`src/rtl/mem_write_monitor.sv`:
```
// mem_write_monitor
// Watches a CPU store stream and compares it, in order, against a small
// table of expected {address, data} writes. Stores that do not match the
// next expected entry are either tolerated (inside an inclusive ignore
// window) or end the check with a failure. An optional cycle limit ends a
// check that never completes. The verdict is held until the next Start.

module mem_write_monitor #(
  parameter int ADDR_W = 32,
  parameter int DATA_W = 32,
  parameter int DEPTH  = 8,
  parameter int TMO_W  = 16,
  localparam int IDX_W = $clog2(DEPTH)
) (
  input  logic              clk,
  input  logic              reset,
  // CPU store port
  input  logic              MemWrite,
  input  logic [ADDR_W-1:0] DataAdr,
  input  logic [DATA_W-1:0] WriteData,
  // expected-write table load port
  input  logic              CfgWe,
  input  logic [IDX_W-1:0]  CfgIdx,
  input  logic [ADDR_W-1:0] CfgAdr,
  input  logic [DATA_W-1:0] CfgData,
  // check control
  input  logic [IDX_W:0]    NumChecks,
  input  logic [ADDR_W-1:0] IgnLo,
  input  logic [ADDR_W-1:0] IgnHi,
  input  logic [TMO_W-1:0]  Timeout,
  input  logic              Start,
  // verdict and diagnostics
  output logic              Done,
  output logic              Pass,
  output logic              Fail,
  output logic              TimedOut,
  output logic [ADDR_W-1:0] FailAdr,
  output logic [DATA_W-1:0] FailData,
  output logic [IDX_W:0]    MatchCount,
  output logic [15:0]       IgnCount
);

  typedef enum logic [2:0] {
    ST_IDLE,
    ST_ARMED,
    ST_PASS,
    ST_FAIL,
    ST_TMO
  } state_t;

  localparam logic [IDX_W:0]   CNT_ONE = 1;
  localparam logic [TMO_W-1:0] TMO_ONE = 1;
  localparam logic [15:0]      IGN_MAX = 16'hFFFF;

  state_t              state, state_nx;
  logic [IDX_W:0]      match_cnt, match_cnt_nx;   // also the table pointer
  logic [15:0]         ign_cnt, ign_cnt_nx;
  logic [TMO_W-1:0]    timer, timer_nx;
  logic [ADDR_W-1:0]   fail_adr, fail_adr_nx;
  logic [DATA_W-1:0]   fail_data, fail_data_nx;
  logic                pass_q, fail_q, tmo_q;

  logic [ADDR_W-1:0]   tbl_adr  [DEPTH];
  logic [DATA_W-1:0]   tbl_data [DEPTH];

  logic [IDX_W-1:0]    ptr_idx;
  logic [ADDR_W-1:0]   exp_adr;
  logic [DATA_W-1:0]   exp_data;
  logic                store_match;
  logic                store_in_window;
  logic                last_match;
  logic                tmo_expire;

  // Expected-write table: loadable whenever no check is running.
  // NOTE: storage arrays carry no reset; contents are only meaningful once
  // software has loaded them, and leaving them unreset lets them map to RAM.
  always_ff @(posedge clk) begin
    if (CfgWe && (state != ST_ARMED)) begin
      tbl_adr[CfgIdx]  <= CfgAdr;
      tbl_data[CfgIdx] <= CfgData;
    end
  end

  assign ptr_idx  = match_cnt[IDX_W-1:0];
  assign exp_adr  = tbl_adr[ptr_idx];
  assign exp_data = tbl_data[ptr_idx];

  assign store_match     = MemWrite && (DataAdr == exp_adr) && (WriteData == exp_data);
  assign store_in_window = (DataAdr >= IgnLo) && (DataAdr <= IgnHi);
  assign last_match      = ((match_cnt + CNT_ONE) == NumChecks);
  assign tmo_expire      = (Timeout != '0) && (timer == (Timeout - TMO_ONE));

  // Next-state and datapath update; a store verdict outranks timeout expiry.
  // NOTE: every signal gets a default before the case so no path leaves one
  // unassigned, which would otherwise infer a latch.
  always_comb begin
    state_nx     = state;
    match_cnt_nx = match_cnt;
    ign_cnt_nx   = ign_cnt;
    timer_nx     = timer;
    fail_adr_nx  = fail_adr;
    fail_data_nx = fail_data;

    unique case (state)
      ST_ARMED: begin
        timer_nx = timer + TMO_ONE;
        if (store_match) begin
          match_cnt_nx = match_cnt + CNT_ONE;
          if (last_match) begin
            state_nx = ST_PASS;
          end
        end else if (MemWrite && store_in_window) begin
          if (ign_cnt != IGN_MAX) begin
            ign_cnt_nx = ign_cnt + 16'd1;
          end
        end else if (MemWrite) begin
          state_nx     = ST_FAIL;
          fail_adr_nx  = DataAdr;
          fail_data_nx = WriteData;
        end
        if ((state_nx == ST_ARMED) && tmo_expire) begin
          state_nx = ST_TMO;
        end
      end

      ST_IDLE, ST_PASS, ST_FAIL, ST_TMO: begin
        if (Start) begin
          state_nx     = (NumChecks == '0) ? ST_PASS : ST_ARMED;
          match_cnt_nx = '0;
          ign_cnt_nx   = '0;
          timer_nx     = '0;
          fail_adr_nx  = '0;
          fail_data_nx = '0;
        end
      end

      default: begin
        state_nx = ST_IDLE;
      end
    endcase
  end

  // State, counters and registered verdict flags.
  // NOTE: sequential state uses non-blocking assignments so every register
  // samples the pre-edge values regardless of statement order.
  always_ff @(posedge clk or posedge reset) begin
    if (reset) begin
      state     <= ST_IDLE;
      match_cnt <= '0;
      ign_cnt   <= '0;
      timer     <= '0;
      fail_adr  <= '0;
      fail_data <= '0;
      pass_q    <= 1'b0;
      fail_q    <= 1'b0;
      tmo_q     <= 1'b0;
    end else begin
      state     <= state_nx;
      match_cnt <= match_cnt_nx;
      ign_cnt   <= ign_cnt_nx;
      timer     <= timer_nx;
      fail_adr  <= fail_adr_nx;
      fail_data <= fail_data_nx;
      pass_q    <= (state_nx == ST_PASS);
      fail_q    <= (state_nx == ST_FAIL);
      tmo_q     <= (state_nx == ST_TMO);
    end
  end

  assign Pass       = pass_q;
  assign Fail       = fail_q;
  assign TimedOut   = tmo_q;
  assign Done       = pass_q | fail_q | tmo_q;
  assign FailAdr    = fail_adr;
  assign FailData   = fail_data;
  assign MatchCount = match_cnt;
  assign IgnCount   = ign_cnt;

endmodule

```
`config.mk`:
```
export PLATFORM = sky130hd
export DESIGN_NAME = mem_write_monitor
export DESIGN_NICKNAME = d
export VERILOG_FILES = /design/src/rtl/mem_write_monitor.sv
export SDC_FILE = /design/constraint.sdc
export NUM_CORES = 1
export LEC_CHECK = 0
export CAP_MARGIN = 20
export CORE_MARGIN = 10
export CORE_UTILIZATION = 59
export CTS_BUF_LIST = sky130_fd_sc_hd__clkbuf_4
export CTS_CLUSTER_SIZE = 28
export DETAILED_ROUTE_END_ITERATION = 16
export PLACE_DENSITY = 0.83
export SYNTH_ARGS = -nofsm -noshare
export SYNTH_HDL_FRONTEND = slang
export SYNTH_SLANG_ARGS = --single-unit
```
`constraint.sdc`:
```
create_clock -name clk -period 14.1 [get_ports clk]
set_input_delay 2.82 -clock clk [delete_from_list [all_inputs] [get_ports clk]]
set_output_delay 2.82 -clock clk [all_outputs]
set_load 0.01 [all_outputs]
```
==> out/qor.csv, run 1 <==
metric;value;unit
stdcell_count;2842;
finalHoldViolCount;0;
finalSetupViolations;0;
grt_first_pass_wirelength;111;mm
viasPerCell;6.06;
post-place-cells;2561;
fmax;0.140;GHz
synth.most_common_cell;edfxtp_1;
leakage;12.3;nW
place.gp.congestion;0.956;
drcViolationCount;0;
drive_gt1_frac;0.222;
synth_top_area_share;0.560;
clkSlewWorstSetupHoldPaths;0.07;ns
r2r-end;FailData[6];
root_buffer;clkbuf_4;
final_nets;2403;
cts_sinks;618;
timing.reg2reg.setup_slack;6.95;ns
drtAntennaViolNets;0;
start_kind;flop;
clockBufferDepth;3;
ios;308;
rsz0062_at_grt;false;
r2r-start;MatchCount[0];
max-slew-margin-rel;0.282;
grt_antenna_before_repair;16;
synth_cell_types;66;
syn_area;0.0275;mm²
cts_setup_buffers;0;
clock_latency;0.89;ns
tightest_slew;1.08;ns
port_buffers;307;
status;finished, final reports clean;
grt_usage;0.267;
ys_warn_count;0;
vias;17211;
ys_seq_area_frac;0.657;
critPathKind;reg -> reg;
wl_per_cell;26.5;µm
coreArea;0.0457;mm²
die_height;236;µm
die_area;0.0556;mm²
critical_path.max_fanout;66;
hp-start;FailAdr[3];
grt_pass1_vias;17515;
hold_class;reg -> reg;
cts_hold_buffers;0;
period_minus_slack;7.15;ns
synth_area_leader_cell;edfxtp_1;
fin_ws;6.95;ns
grt.overflow.total;0;
cts.repair.resized;0;
drt-total-wl;75.3;mm
hold_end;FailAdr[3];
first_iter_violations;1771;
numCtsBuffers;152;
ff2ff_path_depth;12;
die_x;236;µm
place_area;0.0311;mm²
required;14.87;ns
arrival;7.92;ns
finalMaxSlewViolations;0;
synth_edf_count;512;
power.density;137;mW/mm²
design_area;0.0331;mm²
ir_worst_vdd;0.0839;mV
area.growth.synth_to_final;20.5;%
grt_max_degree;67;
drtPass1Iterations;5;
ys_seq_elements;618;
initial_core_util;0.601;
htreeDepth;4;
cp-end-kind;flop;
syn_nets;1990;
post-place-ws;6.21;ns
finClkSkew;0.0591;ns
tns;0;ns
synth.cells.most_frequent;512 x edfxtp_1, 135 x inv_1, 106 x dfrtp_1, 102 x mux4_2, 97 x mux2i_1;
hpwl;50.3;mm
cts_tree;done;
synthCells;1702;
synth.area.top_cells;edfxtp_1 56%, dfrtp_1 9.7%, mux4_2 8.4%;
fin_crit_sh;0.507;
rows;78;
synth_ff_type;edfxtp_1;
p_total;4.54;mW
maxCapViolCount;0;
holdPathStages;2;
syn_avg_cell_area;16.1;µm²
synthArstFlopShare;0.172;
flip-flops by register name (all words and copies together) (netlist names):
register / count
Fail: 1
FailAdr: 32
FailData: 32
IgnCount: 16
MatchCount: 4
Pass: 1
TimedOut: 1
state: 3
tbl_adr: 256
tbl_data: 256
timer: 16
cell families after synthesis:
| kind of cell | after synthesis | synth area share |
|---|---|---|
| XOR/XNOR | 94 | 0.0300 |
| AO/OA/AOI/OAI | 213 | 0.0562 |
| AND/OR/NAND/NOR | 293 | 0.0681 |
| multiplexers | 210 | 0.124 |
| adder cells (fa/ha/maj) | 68 | 0.0310 |
| buffers and inverters | 206 | 0.0345 |
| flip-flops | 618 | 0.657 |
metal layers:
| layer | part of all wire | track usage |
|---|---|---|
| met3 | 0.096 | 0.0727 |
| met4 | 0.027 | 0.103 |
| met1 | 0.40 | 0.354 |
| met5 | 0.0012 | 0 |
| met2 | 0.48 | 0.415 |
through the flow:
step | hold slack (ns) | util
floorplan | 0.523 | -
global placement | 0.481 | 0.680
detailed placement | 0.490 | 0.680
CTS | 0.504 | 0.724
global route | 0.527 | 0.724
finish | 0.502 | 0.724
cells in the final DEF (no fill, tap or decap), types with 15 or more instances in the layout:
cell type        netlist  routed
clkdlybuf4s50_1        0     307
a21oi_1               20      20
nand3_1               43      43
nor2_1                41      35
ha_1                  68      68
nand2_1               32      31
o21ai_2               50      50
mux2i_1               97      97
xnor2_1               70      70
dfrtp_1              106     104
nor3_1                17      15
o21ai_0               30      30
mux4_2               102     102
xor2_1                24      24
a21o_1                30      30
clkinv_1               1      33
clkbuf_4               0     221
edfxtp_1             512     512
nand4_1               25      25
inv_1                135     134
buf_4                  9      22
nand3_2               51      51
power breakdown:
group / internal [mW] / total, mW / switching (mW)
Clock: 0.797 / 1.50 / 0.704
Combinational: 0.364 / 0.796 / 0.433
Sequential: 2.14 / 2.24 / 0.106
Total: 3.30 / 4.54 / 1.24
final cells by class:
class,count,area [µm²]
sequential,618,18000
fill,2850,12600
multi-input combinational,878,8540
timing repair buffer,329,3240
clock buffer,221,1660
tap,600,751
inverter,136,513
clock inverter,52,325
antenna,8,20.0
worst max-delay path: stages (launching register included):
cell and delay (ns):
dfrtp_4 0.89, buf_4 0.85, mux4_2 0.60, mux2i_1 0.74, xnor2_1 0.49, nor4_1 0.54, and4bb_1 0.48, nand3_4 0.18
nand4b_4 0.12, buf_4 0.73, buf_4 0.95, nand3_2 0.19, o21ai_2 0.12
worst max path at each step:
stage / startpoint / end / slack, ns / cells after the start
3_3_place_gp: DataAdr[1] / FailData[29] / 6.42 / 14
4_1_cts: MatchCount[0] / FailData[6] / 6.93 / 12
6_report: MatchCount[0] / FailData[6] / 6.95 / 12
3_5_place_dp: DataAdr[1] / FailData[29] / 6.21 / 13
2_1_floorplan: CfgIdx[0] / tbl_adr[0][0] / 6.15 / 2
5_1_grt: MatchCount[0] / FailData[29] / 6.52 / 12
No activity file was read; power rests on OpenSTA's default activity.
==> inputs of run 2 (changes only) <==
- CORE_UTILIZATION: 59 -> 58
- PLACE_DENSITY: 0.83 -> 0.82
- clock period: 14.1 -> 6.7 ns (I/O delays scaled with it)
==> out/qor.csv, run 2 (synthesis results as in run 1) <==
metric;value;unit
vias;16979;
wl_met2;35.7;mm
grt_first_pass_wirelength;109;mm
r2r-start;MatchCount[0];
grt.overflow.total;0;
utilization;0.712;
finalSetupViolations;0;
cts_hold_buffers;0;
htreeDepth;4;
coreArea;0.0467;mm²
first_iter_violations;1617;
maxUsedRoutingLayer;met5;
hold_class;reg -> reg;
clkSlewWorstSetupHoldPaths;0.07;ns
timing.reg2reg.setup_slack;1.78;ns
tns;0;ns
viasPerCell;5.97;
required;7.48;ns
ir_worst_vdd;0.161;mV
place_area;0.0312;mm²
final_nets;2412;
tightest_slew;1.14;ns
arrival;5.70;ns
area.growth.synth_to_final;20.9;%
top_regs;tbl_adr (256), tbl_data (256);
cts_sinks;618;
design_area;0.0332;mm²
initial_core_util;0.588;
numCtsBuffers;154;
final_common_cell;edfxtp_1;
drt-total-wl;74.1;mm
grt_max_degree;65;
final_cell_mix;512 x edfxtp_1, 307 x clkdlybuf4s50_1, 231 x clkbuf_4;
ff2ff_path_depth;12;
critical_path.max_fanout;56;
ios;308;
finClkSkew;0.0544;ns
wl_met3;7.37;mm
port_buffers;307;
period_minus_slack;4.92;ns
rows;79;
hold_end;FailAdr[3];
place.gp.congestion;0.946;
grt_usage;0.260;
start_kind;flop;
max-slew-margin-rel;0.240;
root_buffer;clkbuf_4;
drtPass1Iterations;5;
leakage;12.4;nW
hp-start;FailAdr[3];
clock_latency;0.87;ns
stdcell_count;2844;
die_area;0.0564;mm²
finalMaxSlewViolations;0;
maxCapViolCount;0;
drtAntennaViolNets;0;
grt_antenna_before_repair;11;
fin_crit_sh;0.734;
cts_tree;done;
cp-end-kind;flop;
drcViolationCount;0;
die_height;238;µm
cts.repair.resized;0;
fmax;0.203;GHz
power.density;287;mW/mm²
hpwl;49.7;mm
cts_setup_buffers;0;
r2r-end;FailData[9];
clockBufferDepth;3;
grt_pass1_vias;17859;
status;finished, final reports clean;
rsz0062_at_grt;false;
critPathKind;reg -> reg;
drive_gt1_frac;0.230;
wl_per_cell;26.0;µm
holdPathStages;2;
die_x;238;µm
wl_met1;28.9;mm
finalHoldViolCount;0;
post-place-cells;2574;
==> run 2: area by class of cell <==
class,count,area [µm²]
clock buffers,231,1730
diodes,7,17.5
repair buffers,336,3390
inverters,136,513
multi-input cells,878,8540
fillers,2975,13400
flip-flops and latches,618,18000
well taps,607,759
clock inverters,31,219
==> run 2: worst max-delay path, stage by stage (launching register included) <==
cell and delay (ns):
dfrtp_4 0.92, buf_12 0.40, mux4_2 0.56, mux2i_1 0.25
xnor2_1 0.14, nor4_2 0.43, nand3_1 0.29, nor4_4 0.45
nand3_4 0.19, nand4b_4 0.41, buf_12 0.39, nand3_2 0.14
o21ai_2 0.09
==> run 2: through the flow <==
step / power (mW) / hold slack [ns] / worst slack [ns]
floorplan: 5.58 / 0.523 / 0.231
global placement: 6.42 / 0.483 / 1.49
detailed placement: 6.48 / 0.493 / 1.41
CTS: 9.59 / 0.507 / 1.79
global route: 9.94 / 0.524 / 1.55
finish: 9.53 / 0.505 / 1.78
==> run 2: worst max-delay path by stage <==
stage | start | to | slack, ns | cells past startpoint
after detailed placement | DataAdr[6] | FailAdr[8] | 1.41 | 12
after global routing | MatchCount[0] | FailAdr[6] | 1.55 | 12
final | MatchCount[0] | FailData[9] | 1.78 | 12
after floorplan | CfgIdx[0] | tbl_adr[0][0] | 0.23 | 2
after global placement | DataAdr[6] | FailAdr[6] | 1.49 | 12
after CTS | MatchCount[0] | FailData[9] | 1.79 | 12
==> run 2: per-layer routing <==
layer | up-vias | track usage
li1 | 7514 | -
met1 | 8449 | 0.319
met5 | - | 0
met3 | 130 | 0.0845
met4 | 8 | 0.109
met2 | 878 | 0.420
==> run 2: where the power goes <==
part | total, mW | switching (mW) | internal, mW | leakage (nW)
combinational | 1.69 | 0.917 | 0.777 | 5.18
sequential | 4.72 | 0.220 | 4.50 | 6.02
clock | 3.12 | 1.44 | 1.68 | 1.17
total | 9.53 | 2.57 | 6.96 | 12.4
